[config.mk]
export PLATFORM = sky130hd
export DESIGN_NAME = image_write_flat
export DESIGN_NICKNAME = d
export VERILOG_FILES = /design/src/rtl/image_write_if.sv /design/src/rtl/image_write.sv /design/src/flat_wrapper.sv
export SDC_FILE = /design/constraint.sdc
export NUM_CORES = 1
export LEC_CHECK = 0
export BUFFER_PORTS_ARGS = -buffer_cell sky130_fd_sc_hd__buf_2
export CAP_MARGIN = 20
export CORE_MARGIN = 4
export CORE_UTILIZATION = 35
export CTS_CLUSTER_SIZE = 8
export DETAILED_ROUTE_END_ITERATION = 10
export PLACE_DENSITY_LB_ADDON = 0.12
export SLEW_MARGIN = 20
export SYNTH_ARGS = -nofsm -noshare
export SYNTH_HDL_FRONTEND = slang
export SYNTH_SLANG_ARGS = --single-unit
[constraint.sdc]
create_clock -name clk -period 11.9 [get_ports clk]
set_input_delay 2.38 -clock clk [delete_from_list [all_inputs] [get_ports clk]]
set_output_delay 2.38 -clock clk [all_outputs]
set_load 0.01 [all_outputs]
[src/rtl/image_write_if.sv]
// Signal bundle for image_write: config writes, result-stream handshake and
// the memory write port toward image_mem.
interface image_write_if #(
  parameter int CFG_DWIDTH = 32,
  parameter int CFG_AWIDTH = 5,
  parameter int GROUP_NB   = 4,
  parameter int IMG_WIDTH  = 16,
  parameter int MEM_AWIDTH = 16
);
  logic [CFG_DWIDTH-1:0]         cfg_data;
  logic [CFG_AWIDTH-1:0]         cfg_addr;
  logic                          cfg_valid;
  logic                          next;
  logic [GROUP_NB*IMG_WIDTH-1:0] image_bus;
  logic                          image_last;
  logic                          image_val;
  logic                          image_rdy;
  logic                          wr_val;
  logic [MEM_AWIDTH-1:0]         wr_addr;
  logic [GROUP_NB*IMG_WIDTH-1:0] wr_data;
  logic                          done;
  logic                          err_last;

  modport slave (
    input  cfg_data, cfg_addr, cfg_valid, next,
    input  image_bus, image_last, image_val,
    output image_rdy, wr_val, wr_addr, wr_data, done, err_last
  );

  modport master (
    output cfg_data, cfg_addr, cfg_valid, next,
    output image_bus, image_last, image_val,
    input  image_rdy, wr_val, wr_addr, wr_data, done, err_last
  );
endinterface

[src/rtl/image_write.sv]
// Writes a seg_w x seg_h x seg_d result stream into an HxWxD image buffer
// (depth fastest) at a depth offset and base address, one word per beat.
//
// state   | meaning
// RESET   | one idle cycle after reset or after a completed segment
// CONFIG  | waiting for next; cfg writes land in the shadow registers
// SETUP   | phase 0 latches working regs, phase 1 registers plane
// ACTIVE  | accepting beats, one memory write per accepted beat
module image_write #(
  parameter int CFG_DWIDTH = 32,
  parameter int CFG_AWIDTH = 5,
  parameter int GROUP_NB   = 4,
  parameter int IMG_WIDTH  = 16,
  parameter int MEM_AWIDTH = 16,
  parameter logic [CFG_AWIDTH-1:0] CFG_IW_SEG   = CFG_AWIDTH'(0),
  parameter logic [CFG_AWIDTH-1:0] CFG_IW_DEPTH = CFG_AWIDTH'(1),
  parameter logic [CFG_AWIDTH-1:0] CFG_IW_BUF   = CFG_AWIDTH'(2),
  parameter logic [CFG_AWIDTH-1:0] CFG_IW_BASE  = CFG_AWIDTH'(3)
) (
  input  logic         clk,
  input  logic         rst,
  image_write_if.slave bus_if
);
  localparam int DW = GROUP_NB * IMG_WIDTH;

  typedef enum logic [3:0] {
    S_RESET  = 4'b0001,
    S_CONFIG = 4'b0010,
    S_SETUP  = 4'b0100,
    S_ACTIVE = 4'b1000
  } state_t;

  state_t state_q, state_d;

  // shadow registers, written at any time, not reset
  logic [15:0] seg_w_sh_q, seg_h_sh_q, seg_d_sh_q, buf_d_sh_q, buf_w_sh_q, d_off_sh_q;
  logic [31:0] base_sh_q;

  logic [15:0] seg_w_max_q, seg_h_max_q, seg_d_max_q;
  logic [31:0] buf_w_q, buf_d_q, plane_q;
  logic [31:0] row_ptr_q, col_ptr_q;
  logic [15:0] d_cnt_q, w_cnt_q, h_cnt_q;
  logic        setup_ph_q;

  logic                  wr_val_q, done_q, err_last_q;
  logic [MEM_AWIDTH-1:0] wr_addr_q;
  logic [DW-1:0]         wr_data_q;

  logic accept, d_last, w_last, h_last, final_beat;

  assign accept     = bus_if.image_val & state_q[3];
  assign d_last     = (d_cnt_q == seg_d_max_q);
  assign w_last     = (w_cnt_q == seg_w_max_q);
  assign h_last     = (h_cnt_q == seg_h_max_q);
  assign final_beat = d_last & w_last & h_last;

  always_ff @(posedge clk) begin
    if (bus_if.cfg_valid) begin
      case (bus_if.cfg_addr)
        CFG_IW_SEG: begin
          seg_w_sh_q <= bus_if.cfg_data[31:16];
          seg_h_sh_q <= bus_if.cfg_data[15:0];
        end
        CFG_IW_DEPTH: begin
          seg_d_sh_q <= bus_if.cfg_data[31:16];
          buf_d_sh_q <= bus_if.cfg_data[15:0];
        end
        CFG_IW_BUF: begin
          buf_w_sh_q <= bus_if.cfg_data[31:16];
          d_off_sh_q <= bus_if.cfg_data[15:0];
        end
        CFG_IW_BASE: base_sh_q <= bus_if.cfg_data[31:0];
        default: ;
      endcase
    end
  end

  always_ff @(posedge clk) begin
    if (rst) state_q <= S_RESET;
    else     state_q <= state_d;
  end

  always_comb begin
    state_d = state_q;
    unique case (state_q)
      S_RESET:  state_d = S_CONFIG;
      S_CONFIG: if (bus_if.next) state_d = S_SETUP;
      S_SETUP:  if (setup_ph_q) state_d = S_ACTIVE;
      S_ACTIVE: if (accept && final_beat) state_d = S_RESET;
      default:  state_d = S_RESET;
    endcase
  end

  always_ff @(posedge clk) begin
    if (rst) begin
      setup_ph_q <= 1'b0;
      d_cnt_q    <= '0;
      w_cnt_q    <= '0;
      h_cnt_q    <= '0;
      wr_val_q   <= 1'b0;
      wr_addr_q  <= '0;
      wr_data_q  <= '0;
      done_q     <= 1'b0;
      err_last_q <= 1'b0;
    end else begin
      wr_val_q   <= accept;
      done_q     <= accept & final_beat;
      wr_data_q  <= accept ? bus_if.image_bus : '0;
      setup_ph_q <= (state_q == S_SETUP) & ~setup_ph_q;

      if (state_q == S_SETUP && !setup_ph_q) begin
        seg_w_max_q <= seg_w_sh_q;
        seg_h_max_q <= seg_h_sh_q;
        seg_d_max_q <= seg_d_sh_q;
        buf_w_q     <= {16'd0, buf_w_sh_q} + 32'd1;
        buf_d_q     <= {16'd0, buf_d_sh_q} + 32'd1;
        row_ptr_q   <= base_sh_q + {16'd0, d_off_sh_q};
        col_ptr_q   <= base_sh_q + {16'd0, d_off_sh_q};
        d_cnt_q     <= '0;
        w_cnt_q     <= '0;
        h_cnt_q     <= '0;
        err_last_q  <= 1'b0;
      end

      // the only multiply, kept out of the per-beat path
      if (state_q == S_SETUP && setup_ph_q)
        plane_q <= buf_w_q * buf_d_q;

      if (accept) begin
        wr_addr_q <= col_ptr_q[MEM_AWIDTH-1:0] + MEM_AWIDTH'(d_cnt_q);
        if (bus_if.image_last != final_beat) err_last_q <= 1'b1;
        if (!d_last) begin
          d_cnt_q <= d_cnt_q + 16'd1;
        end else begin
          d_cnt_q <= '0;
          if (!w_last) begin
            w_cnt_q   <= w_cnt_q + 16'd1;
            col_ptr_q <= col_ptr_q + buf_d_q;
          end else begin
            w_cnt_q <= '0;
            if (!h_last) begin
              h_cnt_q   <= h_cnt_q + 16'd1;
              row_ptr_q <= row_ptr_q + plane_q;
              col_ptr_q <= row_ptr_q + plane_q;
            end else begin
              h_cnt_q <= '0;
            end
          end
        end
      end
    end
  end

  assign bus_if.image_rdy = state_q[3];
  assign bus_if.wr_val    = wr_val_q;
  assign bus_if.wr_addr   = wr_addr_q;
  assign bus_if.wr_data   = wr_data_q;
  assign bus_if.done      = done_q;
  assign bus_if.err_last  = err_last_q;
endmodule

[src/flat_wrapper.sv]
// flat-port wrapper written by rule: the top's interface ports become plain ports
module image_write_flat 
#(
  parameter int CFG_DWIDTH = 32,
  parameter int CFG_AWIDTH = 5,
  parameter int GROUP_NB   = 4,
  parameter int IMG_WIDTH  = 16,
  parameter int MEM_AWIDTH = 16,
  parameter logic [CFG_AWIDTH-1:0] CFG_IW_SEG   = CFG_AWIDTH'(0),
  parameter logic [CFG_AWIDTH-1:0] CFG_IW_DEPTH = CFG_AWIDTH'(1),
  parameter logic [CFG_AWIDTH-1:0] CFG_IW_BUF   = CFG_AWIDTH'(2),
  parameter logic [CFG_AWIDTH-1:0] CFG_IW_BASE  = CFG_AWIDTH'(3)
)
  (clk, rst, bus_if_cfg_data, bus_if_cfg_addr, bus_if_cfg_valid, bus_if_next, bus_if_image_bus, bus_if_image_last, bus_if_image_val, bus_if_image_rdy, bus_if_wr_val, bus_if_wr_addr, bus_if_wr_data, bus_if_done, bus_if_err_last);
  image_write_if #(.CFG_DWIDTH(CFG_DWIDTH), .CFG_AWIDTH(CFG_AWIDTH), .GROUP_NB(GROUP_NB), .IMG_WIDTH(IMG_WIDTH), .MEM_AWIDTH(MEM_AWIDTH)) bus_if_i ();
  input  logic clk;
  input  logic rst;
  input wire logic [$bits(bus_if_i.cfg_data)-1:0] bus_if_cfg_data;
  input wire logic [$bits(bus_if_i.cfg_addr)-1:0] bus_if_cfg_addr;
  input wire logic [$bits(bus_if_i.cfg_valid)-1:0] bus_if_cfg_valid;
  input wire logic [$bits(bus_if_i.next)-1:0] bus_if_next;
  input wire logic [$bits(bus_if_i.image_bus)-1:0] bus_if_image_bus;
  input wire logic [$bits(bus_if_i.image_last)-1:0] bus_if_image_last;
  input wire logic [$bits(bus_if_i.image_val)-1:0] bus_if_image_val;
  output wire logic [$bits(bus_if_i.image_rdy)-1:0] bus_if_image_rdy;
  output wire logic [$bits(bus_if_i.wr_val)-1:0] bus_if_wr_val;
  output wire logic [$bits(bus_if_i.wr_addr)-1:0] bus_if_wr_addr;
  output wire logic [$bits(bus_if_i.wr_data)-1:0] bus_if_wr_data;
  output wire logic [$bits(bus_if_i.done)-1:0] bus_if_done;
  output wire logic [$bits(bus_if_i.err_last)-1:0] bus_if_err_last;
  assign bus_if_i.cfg_data = bus_if_cfg_data;
  assign bus_if_i.cfg_addr = bus_if_cfg_addr;
  assign bus_if_i.cfg_valid = bus_if_cfg_valid;
  assign bus_if_i.next = bus_if_next;
  assign bus_if_i.image_bus = bus_if_image_bus;
  assign bus_if_i.image_last = bus_if_image_last;
  assign bus_if_i.image_val = bus_if_image_val;
  assign bus_if_image_rdy = bus_if_i.image_rdy;
  assign bus_if_wr_val = bus_if_i.wr_val;
  assign bus_if_wr_addr = bus_if_i.wr_addr;
  assign bus_if_wr_data = bus_if_i.wr_data;
  assign bus_if_done = bus_if_i.done;
  assign bus_if_err_last = bus_if_i.err_last;
  image_write #(.CFG_DWIDTH(CFG_DWIDTH), .CFG_AWIDTH(CFG_AWIDTH), .GROUP_NB(GROUP_NB), .IMG_WIDTH(IMG_WIDTH), .MEM_AWIDTH(MEM_AWIDTH), .CFG_IW_SEG(CFG_IW_SEG), .CFG_IW_DEPTH(CFG_IW_DEPTH), .CFG_IW_BUF(CFG_IW_BUF), .CFG_IW_BASE(CFG_IW_BASE)) u_core (.clk(clk), .rst(rst), .bus_if(bus_if_i));
endmodule
**After elaboration in Yosys (flattened, before gate mapping)**

Index checks and enable logic that the tools add are counted.
W data, S select, Z words.

- Register bits after elaboration: 472
- Bits of input ports: 107
- Output and inout port bits: 84
- Logic and storage cells: 100

- $add $sub $neg: 9
- Multipliers: 1
- Eq/ne operators: 14
- Muxes and demuxes: 29
- Bitwise operators: 8
- Reduce and logical (&&, ||, !) cells: 14

Operators with widths:

| cell | count |
|---|---|
| $mux W32 | 10 |
| $mux W16 | 12 |
| $add A32 B32 Y32 | 2 |
| $add A16 B1 Y16 const B | 3 |
| $eq A16 B16 Y1 | 3 |
| $add A16 B1 Y17 const B | 2 |
| $add A32 B16 Y32 | 1 |
| $mul A32 B32 Y32 | 1 |
| $add A16 B16 Y16 | 1 |
| $pmux W4 S4 | 1 |
| $mux W4 | 3 |
| $reduce_and A2 Y1 | 6 |
| $eq A5 B2 Y1 const B | 2 |
| $and A1 B1 Y1 | 5 |
| $eq A5 B1 Y1 const B | 1 |
| $logic_not A5 Y1 | 1 |
| $eq A4 B1 Y1 const B | 1 |
| $eq A4 B2 Y1 const B | 1 |
| $eq A4 B3 Y1 const B | 1 |
| $eq A4 B4 Y1 const B | 1 |
| $ne A2 B1 Y1 const B | 2 |
| $logic_and A1 B1 Y1 | 3 |
| $mux W1 | 3 |
| $not A1 Y1 | 3 |
| other kinds (6) | 6 |

**Depth between registers and ports, before layout**

Gate-level depths: netlist of the first run.

- Depth after elaboration: 7
- Gate-level depth with buffers: 21
- Depth with buffers taken out: 20

**Least setup slack after synthesis of the first run**

OpenSTA, ideal clock, no wires.

- Kind: in2reg
- From: input rst
- To: register u_core.buf_d_q[0] (enable)
- Setup time: 519 ps
- Arrival time: 6299 ps
- Data required time: 11381 ps
- Slack: 5082 ps
- Cell stages on the path: 4
- Buffers on the path: 3
- Cell sequence: clkbuf_1 -> clkbuf_1 -> buf_1 -> nor2_1

- Word-level cells in the longest chain between the ends: 2

Ends and longest elaborated chain:

| item | RTL line | RTL |
|---|---|---|
| start, declared | flat_wrapper.sv:17 | `input logic rst;` |
| $not A1 Y1 (no line) | -- |  |
| $reduce_and A2 Y1 (no line) | -- |  |
| end signal, assigned | image_write.sv:116 | `buf_d_q <= {16'd0, buf_d_sh_q} + 32'd1;` |
| end, declared | image_write.sv:40 | `logic [31:0] buf_w_q, buf_d_q, plane_q;` |

No other way between the ends.
A chain may end at the register's enable or synchronous reset.

**Worst setup path in the final report of the first run**

- From: register u_core.buf_d_q[3]
- To: register u_core.plane_q[15] (data pin)

- Word-level cells in the longest chain between the ends: 1

Ends and longest elaborated chain:

| item | RTL line | RTL |
|---|---|---|
| $mul A32 B32 Y32 | image_write.sv:127 | `plane_q <= buf_w_q * buf_d_q;` |
| end signal, assigned | image_write.sv:127 |  |
| end, declared | image_write.sv:40 |  |

No other way between the ends.

==> results of run 1 <==
## cell families after synthesis
kind of cell / Yosys count / share of synthesized area (%)
adders and majority gates: 206 / 15.6
DFF: 376 / 48.5
AOI/OAI and AO/OA: 319 / 9.67
buffers and inverters: 190 / 3.75
xor gates and xnor gates: 165 / 7.12
and+or+nand+nor: 622 / 15.4
## cells in the final DEF, fill, tap and decap left out, types with 18 or more instances in the layout
master     count
ha_1         123
nand3_1       34
clkbuf_16     53
and3_1        89
xor2_1        76
xnor2_1       88
a21oi_1      116
and2_1        71
buf_4         18
dfxtp_1      136
o21ai_0       68
nand2_1      179
nor3_1        27
nor2_1       114
inv_1        120
a31oi_1       19
edfxtp_1     240
buf_2        190
nand4_1       18
clkbuf_1      34
fa_1          83
## worst paths after layout
path	endpoint	cells past startpoint
worst max-delay path	u_core.plane_q[15]$_DFFE_PP_	18
worst min-delay path	u_core.seg_w_max_q[14]$_DFFE_PP_	0
worst max register to register	u_core.plane_q[15]$_DFFE_PP_	18
worst min register to register	u_core.seg_w_max_q[14]$_DFFE_PP_	0
## stage by stage
step	total power, mW	cells	cell area [sq um]
after floorplan	1.61	1878	20500
after global placement	1.68	2782	22200
after detailed placement	1.68	2782	22200
after CTS	3.09	2874	23800
after global routing	3.17	2875	23800
final	3.04	2876	23800
## worst reg2reg max path: cells and delay by family (launching register included)
| family | cells | cell delay [ps] |
|---|---|---|
| compound gates | 2 | 520 |
| xor+xnor | 1 | 130 |
| fa+ha+maj | 9 | 3980 |
| buf+inv | 3 | 150 |
| flops | 1 | 660 |
| simple gates | 3 | 440 |
## cell type report
type,instances,area (sq um)
inverter,121,454
fill,5605,34000
clock buffer,87,1450
tap,765,957
sequential,376,9930
timing repair buffer,208,1090
antenna,2,5.00
multi-input combinational,1312,9820
clock inverter,5,65.1
## state kept, by name, summed over array words and instances, names as in the netlist, 4 cells and up
signal	flops
u_core.base_sh_q	16
u_core.buf_d_q	16
u_core.buf_d_sh_q	16
u_core.buf_w_q	16
u_core.buf_w_sh_q	16
u_core.bus_if.wr_addr	16
u_core.bus_if.wr_data	64
u_core.col_ptr_q	16
u_core.d_cnt_q	16
u_core.d_off_sh_q	16
u_core.h_cnt_q	16
u_core.plane_q	16
u_core.row_ptr_q	16
u_core.seg_d_max_q	16
u_core.seg_d_sh_q	16
u_core.seg_h_max_q	16
u_core.seg_h_sh_q	16
u_core.seg_w_max_q	16
u_core.seg_w_sh_q	16
u_core.state_q	4
u_core.w_cnt_q	16
## layer usage
metal / share of wire, % / wire length, microns
met3: 5.6 / 3090
met4: 2.9 / 1590
met1: 45 / 24900
met2: 47 / 26000
met5: 0 / 0
## power groups by stage
stage	registers (mW)	clock network [mW]	logic [mW]
final	1.42	1.39	0.231
after global routing	1.42	1.49	0.264
after CTS	1.42	1.43	0.235
after detailed placement	1.45	0	0.233
after global placement	1.45	0	0.232
after floorplan	1.44	0	0.164
==> results.toml, run 1 <==
[sta]
setup_viol = 0
setup_slack_ps = 5780
fin_tns_setup_ps = 0
slew_headroom_pct = 31.8
skew_ps = 34.5
rsz0062_at_grt = "false"
worst_pin_slew_ps = 1020
hold_viol = 0
finalCritPeriodShare_pct = 51.4
fin_hold_ws_ps = 413
slew_violations = 0
maxClockFrequency_mhz = 163
finalCriticalPeriod_ps = 6120

[power_and_ir_drop]
p_per_area_nw_per_um2 = 128
p_leak_nw = 9.79
pwr-share-clk_pct = 45.7
power.internal_mw = 2.33
switching_power_uw = 709
vdd_ir_drop_max_v = 0.000104
pwr-share-comb_pct = 7.6
sequentialPowerShare_pct = 46.8
sw_frac_of_total_pct = 23.3

[clock_tree]
ctsHoldBuffers = 0
clock_sinks = 376
clockBufferDepth = 3
cts.clk_slew.worst_paths_ps = 50
cts_root_buffer = "clkbuf_16"
cts_tree = "done"
cts_resized = 0
clkLatencyLatePin_ps = 590
numCtsBuffers = 53
cts_setup_buffers = 0
cts_max_level = 2

[logic_synthesis]
yosysWarnings = 0
avgSynthCellArea_sq_um = 10.9
yosys.area.top_type = "edfxtp_1"
synth_edf_count = 240
netlist_instances = 1878
yosys_register_bits = 376
synth_cell_types = 70
synthTopCellsByCount = "edfxtp_1 (240), nand2_1 (179), dfxtp_1 (136)"
yosys_most_used_dff = "edfxtp_1"
syn-cell-area_sq_um = 20500
ys_seq_area_share_pct = 48.5
synth_top_area_share_pct = 35.2
netlist_top_cells_area = "edfxtp_1 (35%), dfxtp_1 (13%), fa_1 (8.1%)"
mappedNetlistNets = 2191
async_flop_share_pct = 0
yosysMostFrequentCell = "edfxtp_1"

[drt]
route.detailed.drc = 0
dr.pass1.iters = 5
drtAntennaViolNets = 0
vias = 14500
viasPerCell = 5.03
totalWireLength_mm = 55.6
wl_per_cell_microns = 19.3
drt_iter0_drc = 849

[floorplanning]
die_w_microns = 250
die_area_sq_um = 62500
rows = 88
initial_core_util_pct = 35.4
io_pins = 191
die_height_microns = 250
coreArea_sq_um = 57800

[status]
run_status = "completed"

[setup_path]
critical_path.startpoint = "u_core.buf_d_q[3]$_DFFE_PP_"
critPathCaptureType = "flop"
worst-path-buf-inv = 3
r2r_setup_slack_ps = 5780
r2r-start = "u_core.buf_d_q[3]$_DFFE_PP_"
slowest_stage = "edfxtp_1"
critPathMaxStageDelay_ps = 660
critPathLaunchType = "flop"
crit_path_frequent_cell = "fa_1"
path_class = "reg -> reg"
cp_max_fo = 14
required_ps = 12240
path_delay_family = "adder cells"
arrival_ps = 6460
path_cells = "nand2_1 -> fa_1 -> fa_1 -> fa_1 -> inv_1 -> fa_1 -> ha_1 -> ha_1 -> inv_1 -> fa_1 -> fa_1 -> inv_1 -> ha_1 -> nor2b_1 -> o2111ai_1 -> nand3_1 -> o41a_1 -> xnor2_1"

[global_route]
gr-max-usage-layer = "met2"
grt_pass1_wl_mm = 85.8
grt_pass1_vias = 14400
grtUsageTotal_pct = 17.5
met3_usage_pct = 2.79
grt_max_degree = 81
overflow = 0
use_met2_pct = 28.8
antenna_found_initial = 2
gr-usage-met1_pct = 23.8

[place]
portBuffers = 190
hpwl_mm = 42.1
place_ws_ps = 5760
gp_congestion = 0.840

[cells_and_area]
drive_gt1_share_pct = 13.8
finalCoreUtilization_pct = 41.1
syn_to_final_growth_pct = 16.0
final_nets = 2385

[worst_hold_path]
hp-class = "reg -> reg"
hp-start = "u_core.seg_w_sh_q[14]$_DFFE_PP_"

[run]
drv_cap = 0
Note: power is estimated with default switching activity, not from simulation.
==> run 2: changes to the inputs <==
==> constraint.sdc (replaced) <==
create_clock -name clk -period 6.35 [get_ports clk]
set_input_delay 1.27 -clock clk [delete_from_list [all_inputs] [get_ports clk]]
set_output_delay 1.27 -clock clk [all_outputs]
set_load 0.01 [all_outputs]
==> results.toml, run 2 (same netlist as run 1, synthesis figures left out) <==
[place]
gp_congestion = 0.878
hpwl_mm = 43.5
portBuffers = 190
dpl-instance-area_sq_um = 22300

[floorplanning]
coreArea_sq_um = 57800
io_pins = 191
die_area_sq_um = 62500
initial_core_util_pct = 35.4
die_height_microns = 250
die_w_microns = 250
rows = 88

[drt]
drtAntennaViolNets = 0
dr.pass1.iters = 5
wl_per_cell_microns = 19.7
route.detailed.drc = 0
totalWireLength_mm = 56.9
vias = 14700
drt_iter0_drc = 904
viasPerCell = 5.08

[sta]
slew_headroom_pct = 26.4
hold_viol = 0
rsz0062_at_grt = "false"
skew_ps = 44.8
maxClockFrequency_mhz = 165
worst_pin_slew_ps = 1100
fin_tns_setup_ps = 0
finalCriticalPeriod_ps = 6070
slew_violations = 0
setup_viol = 0
finalCritPeriodShare_pct = 95.6

[setup_path]
cp.depth = 18
required_ps = 6690
cp_max_fo = 10
arrival_ps = 6420
critPathCaptureType = "flop"
critPathMaxStageDelay_ps = 570
critPathLaunchType = "flop"
worst-path-buf-inv = 4
reg2regPathDepth = 18
path_delay_family = "adder cells"
slowest_stage = "fa_1"
crit_path_frequent_cell = "fa_1"
path_cells = "and2_1 -> fa_1 -> fa_1 -> inv_1 -> fa_1 -> fa_1 -> inv_1 -> ha_1 -> ha_1 -> fa_1 -> inv_1 -> fa_1 -> inv_1 -> ha_1 -> o2111ai_1 -> nand3_1 -> o41a_1 -> xnor2_1"
path_class = "reg -> reg"

[clock_tree]
cts_setup_buffers = 0
clockBufferDepth = 3
cts_root_buffer = "clkbuf_16"
clkLatencyLatePin_ps = 600
clock_sinks = 376
cts_tree = "done"
cts_resized = 0
ctsHoldBuffers = 0
cts_max_level = 2
numCtsBuffers = 53
cts.clk_slew.worst_paths_ps = 50

[power_and_ir_drop]
p_leak_nw = 9.86
vdd_ir_drop_max_v = 0.000191
p_per_area_nw_per_um2 = 242

[cells_and_area]
antennaDiodeCount = 0
layout.cells.most_common = "edfxtp_1"
finalInstanceArea_sq_um = 23900
final_cell_mix = "edfxtp_1 (240), buf_2 (190), nand2_1 (179)"
drive_gt1_share_pct = 14.3
final_nets = 2397
syn_to_final_growth_pct = 16.6
largest_reg_flops = 64
fillers = 5564

[global_route]
grt_max_degree = 81
antenna_found_initial = 0
grt_pass1_vias = 14800
grt_pass1_wl_mm = 87.4
grtUsageTotal_pct = 17.9
overflow = 0

[worst_hold_path]
hp-class = "reg -> reg"
hold_depth = 0

[run]
drv_cap = 0

[status]
run_status = "completed"
run 2: changes by cell type in the layout (fill, tap and decap cells not counted), sizes merged:
cell and delta:
clkinv -2, clkbuf +2, buf +12, diode -2
run 2: cell type report:
cell class	instances	area [sq um]	share of cell area [%]
Clock inverter	3	55.1	0.230
Sequential cell	376	9930	41.6
Timing Repair Buffer	220	1180	4.92
Tap cell	765	957	4.01
Multi-Input combinational cell	1312	9820	41.1
Inverter	121	454	1.90
Clock buffer	89	1490	6.24
run 2: through the flow:
step / setup slack, ps / utilization, % / cells / hold slack (ps) / power, mW
after floorplan: 491 / - / 1878 / 400 / 3.01
after global placement: 322 / 38.6 / 2794 / 400 / 3.17
after detailed placement: 294 / 38.6 / 2794 / 405 / 3.18
after CTS: 266 / 41.3 / 2886 / 408 / 5.85
after global routing: 41.9 / 41.3 / 2886 / 415 / 5.99
final: 277 / 41.3 / 2886 / 405 / 5.77
run 2: where the power goes:
group,switching [mW],internal [mW],total [mW]
Clock,1.05,1.58,2.64
Combinational,0.270,0.196,0.466
Sequential,0.0296,2.64,2.67
run 2: layer usage:
metal  vias to the layer above  wire [microns]  global-route usage (%)
li1                       7011               -                       -
met2                       428           26500                    29.4
met3                        78            3200                    3.40
met1                      7146           25900                    24.5
met5                         -               0                       0
met4                         0            1290                    4.46
run 2: path summary, 6_finish.rpt:
kind | slack, ps | start | endpoint
setup / recovery | 280 | u_core.buf_d_q[7]$_DFFE_PP_ | u_core.plane_q[15]$_DFFE_PP_
hold / removal | 410 | u_core.seg_w_sh_q[14]$_DFFE_PP_ | u_core.seg_w_max_q[14]$_DFFE_PP_
setup reg to reg | 280 | u_core.buf_d_q[7]$_DFFE_PP_ | u_core.plane_q[15]$_DFFE_PP_
hold reg to reg | 410 | u_core.seg_w_sh_q[14]$_DFFE_PP_ | u_core.seg_w_max_q[14]$_DFFE_PP_
